File: src/rtl/shift_sequencer.sv
// Multi-cycle shifter for the KGP-RISC shift class: one bit per clock, start/busy/done handshake,
// result plus carry/zero/sign/illegal flags held until the next accepted start.
module shift_sequencer #(
  parameter int WIDTH = 32,
  parameter int SHW   = 5
) (
  input  logic             clk,
  input  logic             reset,
  input  logic             start,
  input  logic [4:0]       funcCode,
  input  logic [WIDTH-1:0] operand,
  input  logic [SHW-1:0]   shamt,
  output logic             busy,
  output logic             done,
  output logic [WIDTH-1:0] result,
  output logic             carry,
  output logic             zero,
  output logic             sign,
  output logic             illegal
);

  // Handshake: a request is taken when start=1 and busy=0 at a rising edge; the
  // result and flags are valid in the single cycle where done=1 and hold afterwards.
  typedef enum logic [1:0] {
    IDLE  = 2'd0,
    SHIFT = 2'd1,
    DONE  = 2'd2
  } state_t;

  state_t           state, state_next;
  logic [WIDTH-1:0] sr, sr_shift;
  logic [SHW-1:0]   count;
  logic             dir_left, is_log;
  logic             carry_q, zero_q, sign_q, illegal_q;
  logic             bit_out, fill;
  logic             accept, dec_illegal, dec_left, dec_log, last_shift;

  assign accept     = start && (state == IDLE);
  assign last_shift = (state == SHIFT) && (count == SHW'(1));

  always_comb begin
    dec_illegal = 1'b0;
    dec_left    = 1'b0;
    dec_log     = 1'b1;
    unique case (funcCode)
      5'b00011, 5'b00100: dec_left = 1'b1;
      5'b00101:           dec_left = 1'b0;
      5'b00110:           dec_log  = 1'b0;
      default:            dec_illegal = 1'b1;
    endcase
  end

  // One-bit step of the shift register in the latched mode.
  always_comb begin
    fill = is_log ? 1'b0 : sr[WIDTH-1];
    if (dir_left) begin
      sr_shift = {sr[WIDTH-2:0], 1'b0};
      bit_out  = sr[WIDTH-1];
    end else begin
      sr_shift = {fill, sr[WIDTH-1:1]};
      bit_out  = sr[0];
    end
  end

  always_ff @(posedge clk) begin
    if (!reset) state <= IDLE;
    else        state <= state_next;
  end

  always_comb begin
    state_next = state;
    unique case (state)
      IDLE: begin
        if (accept) begin
          if (dec_illegal || (shamt == '0)) state_next = DONE;
          else                              state_next = SHIFT;
        end
      end
      SHIFT:   if (count == SHW'(1)) state_next = DONE;
      DONE:    state_next = IDLE;
      default: state_next = IDLE;
    endcase
  end

  always_comb begin
    busy = (state != IDLE);
    done = (state == DONE);
  end

  always_ff @(posedge clk) begin
    if (!reset) begin
      sr        <= '0;
      count     <= '0;
      dir_left  <= 1'b0;
      is_log    <= 1'b1;
      carry_q   <= 1'b0;
      zero_q    <= 1'b0;
      sign_q    <= 1'b0;
      illegal_q <= 1'b0;
    end else if (accept) begin
      sr        <= operand;
      count     <= shamt;
      dir_left  <= dec_left;
      is_log    <= dec_log;
      carry_q   <= 1'b0;
      illegal_q <= dec_illegal;
      // Zero-length and illegal requests complete next cycle, so their flags settle now.
      if (dec_illegal || (shamt == '0)) begin
        zero_q <= (operand == '0);
        sign_q <= operand[WIDTH-1];
      end else begin
        zero_q <= 1'b0;
        sign_q <= 1'b0;
      end
    end else if (state == SHIFT) begin
      sr      <= sr_shift;
      carry_q <= bit_out;
      count   <= count - SHW'(1);
      if (last_shift) begin
        zero_q <= (sr_shift == '0);
        sign_q <= sr_shift[WIDTH-1];
      end
    end
  end

  assign result  = sr;
  assign carry   = carry_q;
  assign zero    = zero_q;
  assign sign    = sign_q;
  assign illegal = illegal_q;

endmodule

File: config.mk
export PLATFORM = sky130hd
export DESIGN_NAME = shift_sequencer
export DESIGN_NICKNAME = d
export VERILOG_FILES = /design/src/rtl/shift_sequencer.sv
export SDC_FILE = /design/constraint.sdc
export NUM_CORES = 1
export LEC_CHECK = 0
export CAP_MARGIN = 5
export CORE_MARGIN = 2
export CORE_UTILIZATION = 42
export DETAILED_ROUTE_END_ITERATION = 16
export PLACE_DENSITY = 0.81
export SETUP_SLACK_MARGIN = 0.4
export SLEW_MARGIN = 30
export SYNTH_ARGS = -nofsm -noshare
export SYNTH_HDL_FRONTEND = slang
export SYNTH_SLANG_ARGS = --single-unit
export TNS_END_PERCENT = 20
File: constraint.sdc
create_clock -name clk -period 1.5 [get_ports clk]
set_input_delay 0.3 -clock clk [delete_from_list [all_inputs] [get_ports clk]]
set_output_delay 0.3 -clock clk [all_outputs]
set_load 0.01 [all_outputs]
==> results of run 1 <==
==> synthesized netlist by cell type (all sizes together) <==
cell type	n
nand3	5
mux2i	31
nand4	4
and4	1
nor4b	1
ha	2
a22oi	4
nor2b	37
nor3	4
nor4	14
a21boi	4
o211a	1
or4	5
o211ai	2
a21oi	3
nand2b	1
and2	2
o22ai	1
dfxtp	45
a221oi	33
o2111a	1
a211oi	1
o31ai	1
nand2	12
a2bb2oi	1
buf	13
inv	3
clkbuf	9
xnor2	1
o21ai	6
a31oi	3
nor3b	3
nor2	48
==> layout make-up <==
| cell class | count | area (um^2) | share of cell area |
|---|---|---|---|
| Multi-Input combinational cell | 232 | 2010 | 0.399 |
| Timing Repair Buffer | 182 | 1830 | 0.363 |
| Sequential cell | 45 | 990 | 0.197 |
| Clock buffer | 7 | 96.3 | 0.0191 |
| Tap cell | 75 | 93.8 | 0.0186 |
| Inverter | 3 | 11.3 | 0.00224 |
| Clock inverter | 1 | 5.00 | 0.000994 |
==> power groups by stage <==
stage	registers [uW]	logic (uW)	clock network, uW
floorplan	1420	380	0
global placement	1400	942	0
detailed placement	1400	968	0
CTS	1390	1150	864
global route	1410	1510	912
finish	1410	1460	881
==> routing by layer <==
layer,vias to the layer above,global-route usage,part of all wire
li1,1478,-,-
met1,1722,0.384,0.37
met2,328,0.565,0.47
met3,110,0.0707,0.099
met4,0,0.157,0.064
met5,-,0,0
==> repair_timing <==
item | 4_1_cts | 5_1_grt
resized for setup | 320 | 34
endpoints found under the setup margin | 83 | 79
gates cloned | 0 | 5
setup buffers | 5 | 10
pin swaps | 57 | 30
==> cell families (layout without fill, tap and decap cells) <==
family	Yosys count	after routing	share of synthesized area
AO/OA/AOI/OAI	61	61	0.186
XOR/XNOR	1	1	0.00341
adder cells (fa/ha/maj)	2	2	0.00974
buffers and inverters	25	193	0.0458
flip-flops	45	45	0.351
multiplexers	31	31	0.121
AND/OR/NAND/NOR	137	137	0.283
==> through the flow <==
step                      setup TNS (ns)  setup WS, ns  area, um^2  std cells  hold slack [ns]
after global routing               -1.32        -0.263        5030        545            0.336
final                             -0.726        -0.231        5030        545            0.290
after global placement            -11.48        -0.397        4020        517            0.489
after CTS                        -0.0514       -0.0514        4620        530            0.275
after detailed placement          -12.49        -0.423        4020        517            0.504
after floorplan                        0        0.0407        2620        302            0.438
==> critical path, cell delays in order, from the launching register on <==
cell	delay (ns)
dfxtp_2	0.34
or4_1	0.56
o31ai_1	0.38
nand4_1	0.17
a31oi_1	0.20
==> cell usage in the layout, fill, tap and decap left out, drive strengths merged, types with 2 or more instances in the layout <==
cell type / n
a21boi: 4
a21oi: 3
a221oi: 33
a22oi: 4
a31oi: 3
and2: 2
buf: 130
clkbuf: 12
clkdlybuf4s15: 2
clkdlybuf4s50: 37
dfxtp: 45
dlygate4sd2: 8
ha: 2
inv: 3
mux2i: 31
nand2: 12
nand3: 5
nand4: 4
nor2: 48
nor2b: 37
nor3: 4
nor3b: 3
nor4: 14
o211ai: 2
o21ai: 6
or4: 5
==> worst max path at each step <==
| stage | slack, ns | to | cells after the start | from |
|---|---|---|---|---|
| detailed placement | -0.42 | state[0] | 6 | shamt[1] |
| finish | -0.23 | zero | 4 | result[28] |
| global route | -0.26 | zero | 6 | dir_left |
| global placement | -0.40 | zero | 6 | operand[4] |
| CTS | -0.05 | zero | 5 | result[1] |
| floorplan | 0.04 | zero | 5 | result[1] |
==> results.json, run 1 <==
{
  "holdBufCountCts": 0,
  "cap_viol_max_count": 0,
  "status": "finished with violations",
  "vias_per_cell": 6.68,
  "switching_share": 0.335,
  "via_count": 3638,
  "synth_top_area_share": 0.351,
  "cts_buffers": 5,
  "p_clk_frac": 0.235,
  "finish.utilization": 0.850,
  "syn_area_per_cell_um2": 8.51,
  "clock-sinks": 45,
  "drive_gt1_frac": 0.532,
  "hp-class": "input port to flop",
  "violations": "negative setup slack",
  "grt_overflow": 0,
  "rsz0062_at_grt": "yes",
  "num_antenna_cells": 0,
  "worst_pin_slew_ns": 0.532,
  "start_util": 0.434,
  "period_minus_slack_ns": 1.73,
  "post-route-period-util": 1.15,
  "clk_path_buf_depth": 2,
  "holdPathEnd": "count[2]",
  "first_global_vias": 3258,
  "core_mm2": 0.00592,
  "ir_drop_mv": 0.669,
  "hold_depth": 3,
  "ios": 83,
  "worstSetupPathType": "flop to flop",
  "drtIter0Drc": 503,
  "p_leak_uw": 0.00191,
  "required_ns": 1.74,
  "hold_violations": 0,
  "drc": 0,
  "post-dp-hpwl_mm": 6.87,
  "gp_congestion": 0.909,
  "ys_types": 38,
  "r2r-end": "zero",
  "slew_viol_final": 0,
  "setup_slack_ns": -0.231,
  "critPathCaptureType": "flop",
  "r2r-start": "result[28]",
  "path_max_fanout": 2,
  "nFillCells": 306,
  "power_frac_comb": 0.389,
  "dr.pass1.iters": 6,
  "largest_register_ff_count": 32,
  "final_nets": 516,
  "worstSetupStartpointType": "flop",
  "clock.fmax_ghz": 0.578,
  "rows": 28,
  "setup-violations-final": 10,
  "die_w_um": 82.2,
  "yosys.area.top_type": "dfxtp_1",
  "pwr-share-seq": 0.376,
  "port_buffers": 82,
  "ant_nets": 0,
  "wl_mm": 13.8,
  "cts-htree-levels": 2,
  "synthCells": 302,
  "die-area_mm2": 0.00676,
  "slew_headroom": 0.635,
  "wl_per_cell_um": 25.2,
  "arrival_ns": 1.97,
  "area_growth_syn_to_layout_pct": 95.9,
  "r2r_cells": 4,
  "clock_latency_ns": 0.32,
  "clock_skew_ns": 0.00809,
  "die_y_um": 82.2,
  "cts_root_buf": "clkbuf_8",
  "syn-cell-area_mm2": 0.00257,
  "synthTopCellsByArea": "dfxtp_1, mux2i_1, a221oi_1",
  "power.total_uw": 3750,
  "antenna_found_initial": 0,
  "power.density_mw_per_mm2": 745,
  "grt_usage": 0.328,
  "ys_warn_count": 0,
  "grt_max_degree": 36,
  "clkTransAtPathRegs_ns": 0.09,
  "yosysSeqAreaShare": 0.351,
  "cts_tree": "built",
  "ys_ff_latch": 45,
  "p_sw_uw": 1260,
  "internal_power_uw": 2490,
  "synthesis.nets": 349,
  "grt_first_pass_wirelength_mm": 16.6,
  "reg2reg_slack_ns": -0.23,
  "min_from": "shamt[2]"
}
(Power assumes the default switching activity.)
==> inputs of run 2 (changes only) <==
SLEW_MARGIN = 20   (was 30)
==> results of run 2 <==
No change in the layout: final DEF, timing and power equal those of run 1.
